[src/rtl/multicycle_control_unit.sv]
// Multi-cycle RV32I control FSM: sequences FETCH/DECODE/EXEC/MEM/WB and drives datapath selects.
// Latency: 3-5 cycles per instruction with zero-wait memory; FETCH and MEM stall on mem_ready.
module multicycle_control_unit #(
  parameter int MEM_TIMEOUT = 16,
  parameter bit ENABLE_IMM  = 1'b1,
  parameter bit ENABLE_JAL  = 1'b1
) (
  input  logic       clk,
  input  logic       rst_n,
  input  logic [6:0] opcode,
  input  logic       mem_ready,
  input  logic       trap_clr,
  output logic       mem_req,
  output logic       IorD,
  output logic       MemRead,
  output logic       MemWrite,
  output logic       IRWrite,
  output logic       PCWrite,
  output logic       Branch,
  output logic       ALUSrcA,
  output logic [1:0] ALUSrcB,
  output logic [1:0] ALUOp,
  output logic [1:0] MemtoReg,
  output logic       RegWrite,
  output logic       illegal,
  output logic       bus_err,
  output logic [2:0] state
);

  localparam logic [2:0] S_IDLE   = 3'd0;
  localparam logic [2:0] S_FETCH  = 3'd1;
  localparam logic [2:0] S_DECODE = 3'd2;
  localparam logic [2:0] S_EXEC   = 3'd3;
  localparam logic [2:0] S_MEM    = 3'd4;
  localparam logic [2:0] S_WB     = 3'd5;
  localparam logic [2:0] S_TRAP   = 3'd6;

  localparam logic [6:0] OP_R      = 7'b0110011;
  localparam logic [6:0] OP_IMM    = 7'b0010011;
  localparam logic [6:0] OP_LOAD   = 7'b0000011;
  localparam logic [6:0] OP_STORE  = 7'b0100011;
  localparam logic [6:0] OP_BRANCH = 7'b1100011;
  localparam logic [6:0] OP_JAL    = 7'b1101111;

  // With no timeout the counter simply wraps; it is never compared.
  localparam int CW = (MEM_TIMEOUT > 1) ? $clog2(MEM_TIMEOUT) : 1;
  localparam logic [CW-1:0] WLAST = CW'((MEM_TIMEOUT > 0) ? MEM_TIMEOUT - 1 : 0);

  logic [6:0]    op_q;
  logic [CW-1:0] wcnt;
  logic [2:0]    state_nxt;
  logic          legal_op;
  logic          in_wait;
  logic          timeout;

  always_comb begin
    legal_op = 1'b0;
    case (opcode)
      OP_R, OP_LOAD, OP_STORE, OP_BRANCH: legal_op = 1'b1;
      OP_IMM:                             legal_op = ENABLE_IMM;
      OP_JAL:                             legal_op = ENABLE_JAL;
      default:                            legal_op = 1'b0;
    endcase
  end

  assign in_wait = (state == S_FETCH) || (state == S_MEM);
  // A ready arriving on the last allowed cycle completes the access instead of trapping.
  assign timeout = (MEM_TIMEOUT > 0) && in_wait && !mem_ready && (wcnt == WLAST);

  always_comb begin
    state_nxt = state;
    case (state)
      S_IDLE:   state_nxt = S_FETCH;
      S_FETCH:  if (mem_ready) state_nxt = S_DECODE;
                else if (timeout) state_nxt = S_TRAP;
      S_DECODE: state_nxt = legal_op ? S_EXEC : S_TRAP;
      S_EXEC: begin
        case (op_q)
          OP_LOAD, OP_STORE: state_nxt = S_MEM;
          OP_BRANCH:         state_nxt = S_FETCH;
          default:           state_nxt = S_WB;
        endcase
      end
      S_MEM:    if (mem_ready) state_nxt = (op_q == OP_LOAD) ? S_WB : S_FETCH;
                else if (timeout) state_nxt = S_TRAP;
      S_WB:     state_nxt = S_FETCH;
      S_TRAP:   if (trap_clr) state_nxt = S_FETCH;
      default:  state_nxt = S_IDLE;
    endcase
  end

  always_ff @(posedge clk or negedge rst_n) begin
    if (!rst_n) begin
      state   <= S_IDLE;
      op_q    <= '0;
      wcnt    <= '0;
      illegal <= 1'b0;
      bus_err <= 1'b0;
    end else begin
      state <= state_nxt;
      if (state == S_DECODE) op_q <= opcode;
      if (state_nxt != state) wcnt <= '0;
      else if (in_wait && !mem_ready) wcnt <= wcnt + 1'b1;
      if (state == S_DECODE && !legal_op) illegal <= 1'b1;
      if (timeout) bus_err <= 1'b1;
      if (state == S_TRAP && trap_clr) begin
        illegal <= 1'b0;
        bus_err <= 1'b0;
      end
    end
  end

  always_comb begin
    mem_req  = 1'b0;
    IorD     = 1'b0;
    MemRead  = 1'b0;
    MemWrite = 1'b0;
    IRWrite  = 1'b0;
    PCWrite  = 1'b0;
    Branch   = 1'b0;
    ALUSrcA  = 1'b0;
    ALUSrcB  = 2'b00;
    ALUOp    = 2'b00;
    MemtoReg = 2'b00;
    RegWrite = 1'b0;
    case (state)
      S_FETCH: begin
        mem_req = 1'b1;
        MemRead = 1'b1;
        ALUSrcB = 2'b01;
        IRWrite = mem_ready;
        PCWrite = mem_ready;
      end
      S_DECODE: ALUSrcB = 2'b10;
      S_EXEC: begin
        case (op_q)
          OP_R:      begin ALUSrcA = 1'b1; ALUOp = 2'b10; end
          OP_IMM:    begin ALUSrcA = 1'b1; ALUSrcB = 2'b10; ALUOp = 2'b10; end
          OP_LOAD,
          OP_STORE:  begin ALUSrcA = 1'b1; ALUSrcB = 2'b10; end
          OP_BRANCH: begin ALUSrcA = 1'b1; ALUOp = 2'b01; Branch = 1'b1; end
          OP_JAL:    PCWrite = 1'b1;
          default:   ;
        endcase
      end
      S_MEM: begin
        mem_req  = 1'b1;
        IorD     = 1'b1;
        MemRead  = (op_q == OP_LOAD);
        MemWrite = (op_q == OP_STORE);
      end
      S_WB: begin
        RegWrite = 1'b1;
        if (op_q == OP_LOAD)     MemtoReg = 2'b01;
        else if (op_q == OP_JAL) MemtoReg = 2'b10;
      end
      default: ;
    endcase
  end

endmodule
[config.mk]
export PLATFORM = sky130hd
export DESIGN_NAME = multicycle_control_unit
export DESIGN_NICKNAME = d
export VERILOG_FILES = /design/src/rtl/multicycle_control_unit.sv
export SDC_FILE = /design/constraint.sdc
export NUM_CORES = 1
export LEC_CHECK = 0
export ABC_AREA = 1
export BUFFER_PORTS_ARGS = -buffer_cell sky130_fd_sc_hd__buf_2
export CAP_MARGIN = 20
export CORE_AREA = 4 4 52 54
export CTS_CLUSTER_SIZE = 30
export DETAILED_ROUTE_END_ITERATION = 16
export DIE_AREA = 0 0 56 58
export HOLD_SLACK_MARGIN = 0.02
export PLACE_DENSITY_LB_ADDON = 0.1
export SETUP_SLACK_MARGIN = 0.1
export SLEW_MARGIN = 10
export SYNTH_ARGS = -nofsm -noshare
export SYNTH_HDL_FRONTEND = slang
export SYNTH_SLANG_ARGS = --single-unit
export TNS_END_PERCENT = 10
[constraint.sdc]
create_clock -name clk -period 1.8 [get_ports clk]
set_input_delay 0.36 -clock clk [delete_from_list [all_inputs] [get_ports clk]]
set_output_delay 0.36 -clock clk [all_outputs]
set_load 0.01 [all_outputs]
==> summary.txt, run 1 <==
Die
  – Initial Utilization: 0.4802
  – CORE AREA: 0.002212 sq mm
  – Core Rows: 17
  – Die area: 0.003248 sq mm
  – Die X: 56 um
  – I/O pin count: 31
  – Die H: 58 um

Placement
  – Routability cong.: 0.8484
  – Placed cell count: 205
  – Worst slack at placement: 0.1260 ns
  – Post-DP Area: 0.001244 sq mm
  – IO buf count: 30
  – HPWL Detailed: 2.110 mm

Run status
  – Status: finished clean

Synthesis
  – Register area share after synthesis: 0.3769
  – Synth Instances: 148
  – Post-synth design cell area: 0.001062 sq mm
  – Post-Syn Area per Cell: 7.177 sq um
  – Post-synthesis cell type count: 23
  – Synth top area cells: dfrtp_1 (38%), nand2_1 (14%), inv_1 (5.7%)
  – Fraction of registers with async set/reset: 1.000
  – Yosys top cell area share: 0.3769
  – YS warnings: 0
  – Number of synthesized flops with an enable pin: 0
  – Cell taking the most area after synthesis: dfrtp_1
  – Post-Syn Nets: 160
  – Ys flop type: dfrtp_1
  – Synthesized flop and latch total: 16

Cells and area
  – Ant diodes: 0
  – Layout Cells excl Fill: 217
  – Layout cells sized above 1: 0.4286
  – Area delta synth->final: 34.63%
  – Fin nets: 203
  – Fin area: 0.001430 sq mm

Worst setup path
  – Worst Path Arrival: 1.43 ns
  – CP required: 1.44 ns
  – WS Path Type: register to output port
  – Crit path launch type: register
  – Worst-path maximum fanout: 5
  – Setup crit end kind: output port
  – Cells on worst reg2reg path: 8

Route
  – Post-route ant nets: 0
  – DR DRC count: 0
  – Total Routed Length: 2.868 mm
  – 1st-pass router iterations: 4
  – DR vias: 1133
  – Starting DRT DRC Count: 28
  – DR vias/cell: 5.221
  – WL/cell: 13.22 um

Timing
  – Skew final: 0.01041 ns
  – Fmax: 557.6 MHz
  – RSZ-0062 raised after global routing: yes
  – Final setup fails: 0
  – Max-slew violations: 0
  – Final hold vios: 0
  – Crit path time final: 1.793 ns
  – Tightest Pin Transition: 0.3743 ns
  – PnR worst setup slack: 0.006510 ns
  – Slew Limit Headroom: 0.7504
  – Final Cycle Share: 0.9964

Power
  – PwrDens: 1503 mW/mm^2
  – Total internal power: 1.074 mW
  – Sequential Power Share: 0.303
  – Switching Fraction: 0.5001
  – Gate power share: 0.609
  – Leakage power: 0.7704 nW
  – Max VDD drop: 890.2 uV
  – Clock Power Share: 0.088
  – Switching pwr: 1.075 mW

GRT
  – Largest net degree at the start of global routing: 17
  – Initial antenna violation count: 0
  – First-pass GRT wire length: 4.740 mm
  – Number of global-route vias before repair: 1065
  – Total GRT Usage: 0.1834
  – Grt ovf: 0

CTS
  – CTS sink count: 16
  – CTS root buffer: clkbuf_4
  – Clk buf depth: 2
  – Clock insertion delay at the later pin of the skew report: 0.29 ns
  – CTS tree: yes
  – Num CTS Buffers: 3
  – H-tree Lvls: 1
  – Clk slew on worst S/H paths: 0.08 ns

Worst hold path
  – Worst Hold Depth: 3
  – Hold WC Path Type: input pin to register

Flow run
  – Max-Cap Viols: 0
flip-flops by register name, summed over array words and instances, names as in the netlist:
| signal | cells |
|---|---|
| op_q | 7 |
| wcnt | 4 |
| state | 3 |
| bus_err | 1 |
| illegal | 1 |
routing by layer:
| layer | wire length (um) | global-route usage | share of wire | up-vias |
|---|---|---|---|---|
| li1 | - | - | - | 562 |
| met1 | 1363 | 0.2493 | 0.48 | 527 |
| met2 | 1266 | 0.2805 | 0.44 | 38 |
| met3 | 189 | 0.03786 | 0.066 | 6 |
| met4 | 48 | 0.08475 | 0.017 | 0 |
| met5 | 0 | 0 | 0 | - |
Yosys cell counts (2+ instances only):
cell,instances
a21oi_1,3
dfrtp_1,16
inv_1,16
inv_2,8
nand2_1,39
nand2_2,2
nand2_4,2
nand3_1,9
nand3_2,4
nand4_1,8
nor2_1,13
nor2_2,2
nor2_4,2
nor3_1,3
o21ai_0,9
o21bai_1,2
xor2_1,4
stage by stage:
| stage | TNS (ns) | util | total power, mW | hold slack, ns |
|---|---|---|---|---|
| final | 0 | 0.6465 | 2.149 | 0.2957 |
| after global routing | -0.6055 | 0.6465 | 2.328 | 0.3100 |
| after CTS | 0 | 0.6080 | 1.975 | 0.2963 |
| after detailed placement | 0 | 0.5622 | 1.658 | 0.2929 |
| after global placement | 0 | 0.5622 | 1.649 | 0.2908 |
| after floorplan | 0 | - | 1.347 | 0.06441 |
path summary, 6_finish.rpt:
check,start,to,slack [ns]
setup / recovery,state[1],MemtoReg[0],0.007
hold / removal,opcode[0],op_q[0],0.30
setup reg to reg,state[2],wcnt[3],0.06
hold reg to reg,op_q[0],op_q[0],0.48
max in group asynchronous,rst_n,state[1],0.99
min in group asynchronous,rst_n,illegal,0.51
area by class of cell:
cell class	count	area [sq um]
Sequential cell	16	404.1
Inverter	25	98.84
Clock buffer	3	22.52
Timing Repair Buffer	40	231.5
Multi-Input combinational cell	105	638.1
Tap cell	28	35.03
Fill cell	195	782.0
placed cells by master, fill, tap and decap left out, types with 2 or more instances in the layout:
master	n
nand2_1	36
buf_2	30
inv_1	14
dfrtp_1	13
inv_2	9
nor2_1	8
nand4_1	8
o21ai_0	8
buf_4	8
nand3_1	7
nor2_4	5
nand2_4	4
nand3_2	4
nor2_2	4
xor2_1	4
a21oi_1	3
nand2_2	3
clkbuf_4	3
dfrtp_2	3
inv_4	2
nand3_4	2
nor3_1	2
o21bai_1	2
cells by family (layout without fill, tap and decap cells):
logic type | Yosys count | after routing | share of synthesized area
compound gates | 14 | 14 | 0.07066
xor+xnor | 4 | 4 | 0.03298
fa+ha+maj | 1 | 1 | 0.01178
buf+inv | 27 | 68 | 0.09894
flops | 16 | 16 | 0.3769
simple gates | 86 | 86 | 0.4087
what timing repair did:
action,CTS,global route
hold endpoints to repair,16,0
gates resized for setup,9,20
pin swaps,1,7
setup buffers,6,2
endpoints found under the setup margin,15,17
hold buffers,1,0
power groups by stage:
stage / Sequential, mW / Combinational, mW / Clock (mW)
CTS: 0.625 / 1.16 / 0.189
global placement: 0.628 / 1.02 / 0
floorplan: 0.634 / 0.713 / 0
detailed placement: 0.632 / 1.03 / 0
global route: 0.673 / 1.45 / 0.207
finish: 0.651 / 1.31 / 0.189
worst max-delay path, cell delays in order, from the launching register on:
cell and delay (ns):
dfrtp_2 0.48, inv_4 0.11, nand3_2 0.14, nor4_2 0.25
buf_2 0.17
Power figures use the tool's default switching activity.
==> run 2: changes to the inputs <==
==> constraint.sdc (replaced) <==
create_clock -name clk -period 1.8 [get_ports clk]
set_input_delay 0.09 -clock clk [delete_from_list [all_inputs] [get_ports clk]]
set_output_delay 0.09 -clock clk [all_outputs]
set_load 0.01 [all_outputs]
==> run 2 against run 1 <==
Effect of this change:
- wire length down 3.4%
- first-iteration DRC count rose by 68%
- combinational power hardly changed
- non-clock buffer count decreased by 1
- die area did not move
- core utilization fell by 0.11 points
- register-to-register slack improved by 0.17 ns
- via count is 1.2% lower
- global-route usage fell by 1.6 points
- largest cell class unchanged
==> summary.txt, run 2 (synthesis gave the netlist of run 1 again) <==
Route
  – WL/cell: 12.77 um
  – Total Routed Length: 2.771 mm
  – Starting DRT DRC Count: 47
  – Post-route ant nets: 0
  – DR vias: 1119
  – DR vias/cell: 5.157
  – 1st-pass router iterations: 4
  – DR DRC count: 0

Cells and area
  – Most common cell after layout, fill and taps aside: nand2_1
  – Fin nets: 202
  – Layout cells sized above 1: 0.4074
  – Most flop-heavy register: op_q
  – Leading cell types in the layout, fill and taps excluded: nand2_1 (37), buf_2 (30), inv_1 (15)
  – Largest regs: op_q: 7 flops, wcnt: 4 flops, state: 3 flops
  – Ant diodes: 0
  – Max reg flops: 7
  – Fin area: 0.001428 sq mm
  – Area delta synth->final: 34.39%

Power
  – Total internal power: 1.105 mW
  – Gate power share: 0.597
  – Sequential Power Share: 0.292
  – PwrDens: 1512 mW/mm^2
  – Clock Power Share: 0.111
  – Max VDD drop: 1016 uV
  – Switching Fraction: 0.4879
  – Leakage power: 0.7643 nW
  – Switching pwr: 1.053 mW

GRT
  – Initial antenna violation count: 0
  – Grt ovf: 0
  – First-pass GRT wire length: 4.340 mm
  – Number of global-route vias before repair: 958
  – Largest net degree at the start of global routing: 17
  – Total GRT Usage: 0.1670

Worst setup path
  – Worst-path maximum fanout: 7
  – Worst Path Arrival: 1.51 ns
  – Setup crit end kind: output port
  – Crit path launch type: register
  – CP required: 1.71 ns
  – WS Path Type: register to output port

Timing
  – Max-slew violations: 0
  – TNS Setup: 0 ns
  – Skew final: 0.007949 ns
  – Slew Limit Headroom: 0.7549
  – RSZ-0062 raised after global routing: no
  – Crit path time final: 1.597 ns
  – Tightest Pin Transition: 0.3676 ns
  – Final Cycle Share: 0.8870
  – Final setup fails: 0
  – Fmax: 626.4 MHz
  – Final hold vios: 0

CTS
  – Clock insertion delay at the later pin of the skew report: 0.29 ns
  – CTS root buffer: clkbuf_4
  – Num CTS Buffers: 3
  – Clk buf depth: 2
  – H-tree Lvls: 1
  – CTS tree: yes
  – CTS sink count: 16
  – Clk slew on worst S/H paths: 0.09 ns

Run status
  – Status: finished clean

Die
  – Initial Utilization: 0.4802
  – Core Rows: 17
  – I/O pin count: 31
  – Die H: 58 um
  – Die X: 56 um
  – CORE AREA: 0.002212 sq mm
  – Die area: 0.003248 sq mm

Placement
  – Routability cong.: 0.8975
  – IO buf count: 30
  – Post-DP Area: 0.001251 sq mm
  – HPWL Detailed: 2.125 mm

Flow run
  – Max-Cap Viols: 0

Worst hold path
  – Hold WC Path Type: input pin to register
==> run 2: worst paths after layout <==
kind                            from       end  slack, ns  cells after the start
setup / recovery            state[0]  ALUOp[1]       0.20                      5
hold / removal             opcode[1]   op_q[1]       0.03                      3
setup reg to reg            state[0]   wcnt[0]       0.23                     10
hold reg to reg              op_q[0]   op_q[0]       0.48                      2
max in group asynchronous      rst_n  state[0]       1.27                      2
min in group asynchronous      rst_n   op_q[4]       0.24                      2
==> run 2: through the flow <==
| step | hold WS [ns] | setup WS [ns] | power, mW | util | cells |
|---|---|---|---|---|---|
| floorplan | -0.2056 | 0.2858 | 1.347 | - | 148 |
| global placement | 0.01712 | 0.2114 | 1.657 | 0.5656 | 206 |
| detailed placement | 0.02942 | 0.1804 | 1.676 | 0.5656 | 206 |
| CTS | 0.02072 | 0.1599 | 1.925 | 0.5865 | 211 |
| global route | 0.04627 | 0.07498 | 2.344 | 0.6454 | 217 |
| finish | 0.02857 | 0.2034 | 2.158 | 0.6454 | 217 |
==> run 2: metal layers <==
layer  GRT usage  wire length [um]  vias up
met5           0                 0        -
met4     0.03051                36        0
met3     0.03786               219        6
met2      0.2638              1226       49
met1      0.2369              1287      505
li1            -                 -      559
==> run 2: layout make-up <==
class / count / area (sq um)
fill: 193 / 784.5
multi-input combinational: 105 / 636.9
sequential: 16 / 402.9
timing repair buffer: 39 / 222.7
inverter: 25 / 93.84
clock buffer: 4 / 36.28
tap: 28 / 35.03
==> run 2: worst max-delay path, stage by stage, from the launching register on <==
cell and delay, ns:
dfrtp_2 0.50, inv_2 0.11, nor2_2 0.22, nand2_1 0.10
nor3_1 0.14, buf_2 0.16
==> run 2: power by group through the flow <==
stage               Clock (mW)  Sequential [mW]  Combinational, mW
detailed placement           0            0.621               1.06
global route             0.262            0.648               1.43
CTS                      0.246            0.612               1.07
finish                   0.240            0.630               1.29
floorplan                    0            0.634              0.713
global placement             0            0.617               1.04
==> run 2: timing repair <==
action | CTS | global route
buffers inserted | 0 | 5
hold buffers | 1 | 1
gates resized for setup | 0 | 20
endpoints found under the setup margin | 0 | 7
endpoints found under the hold margin | 16 | 1
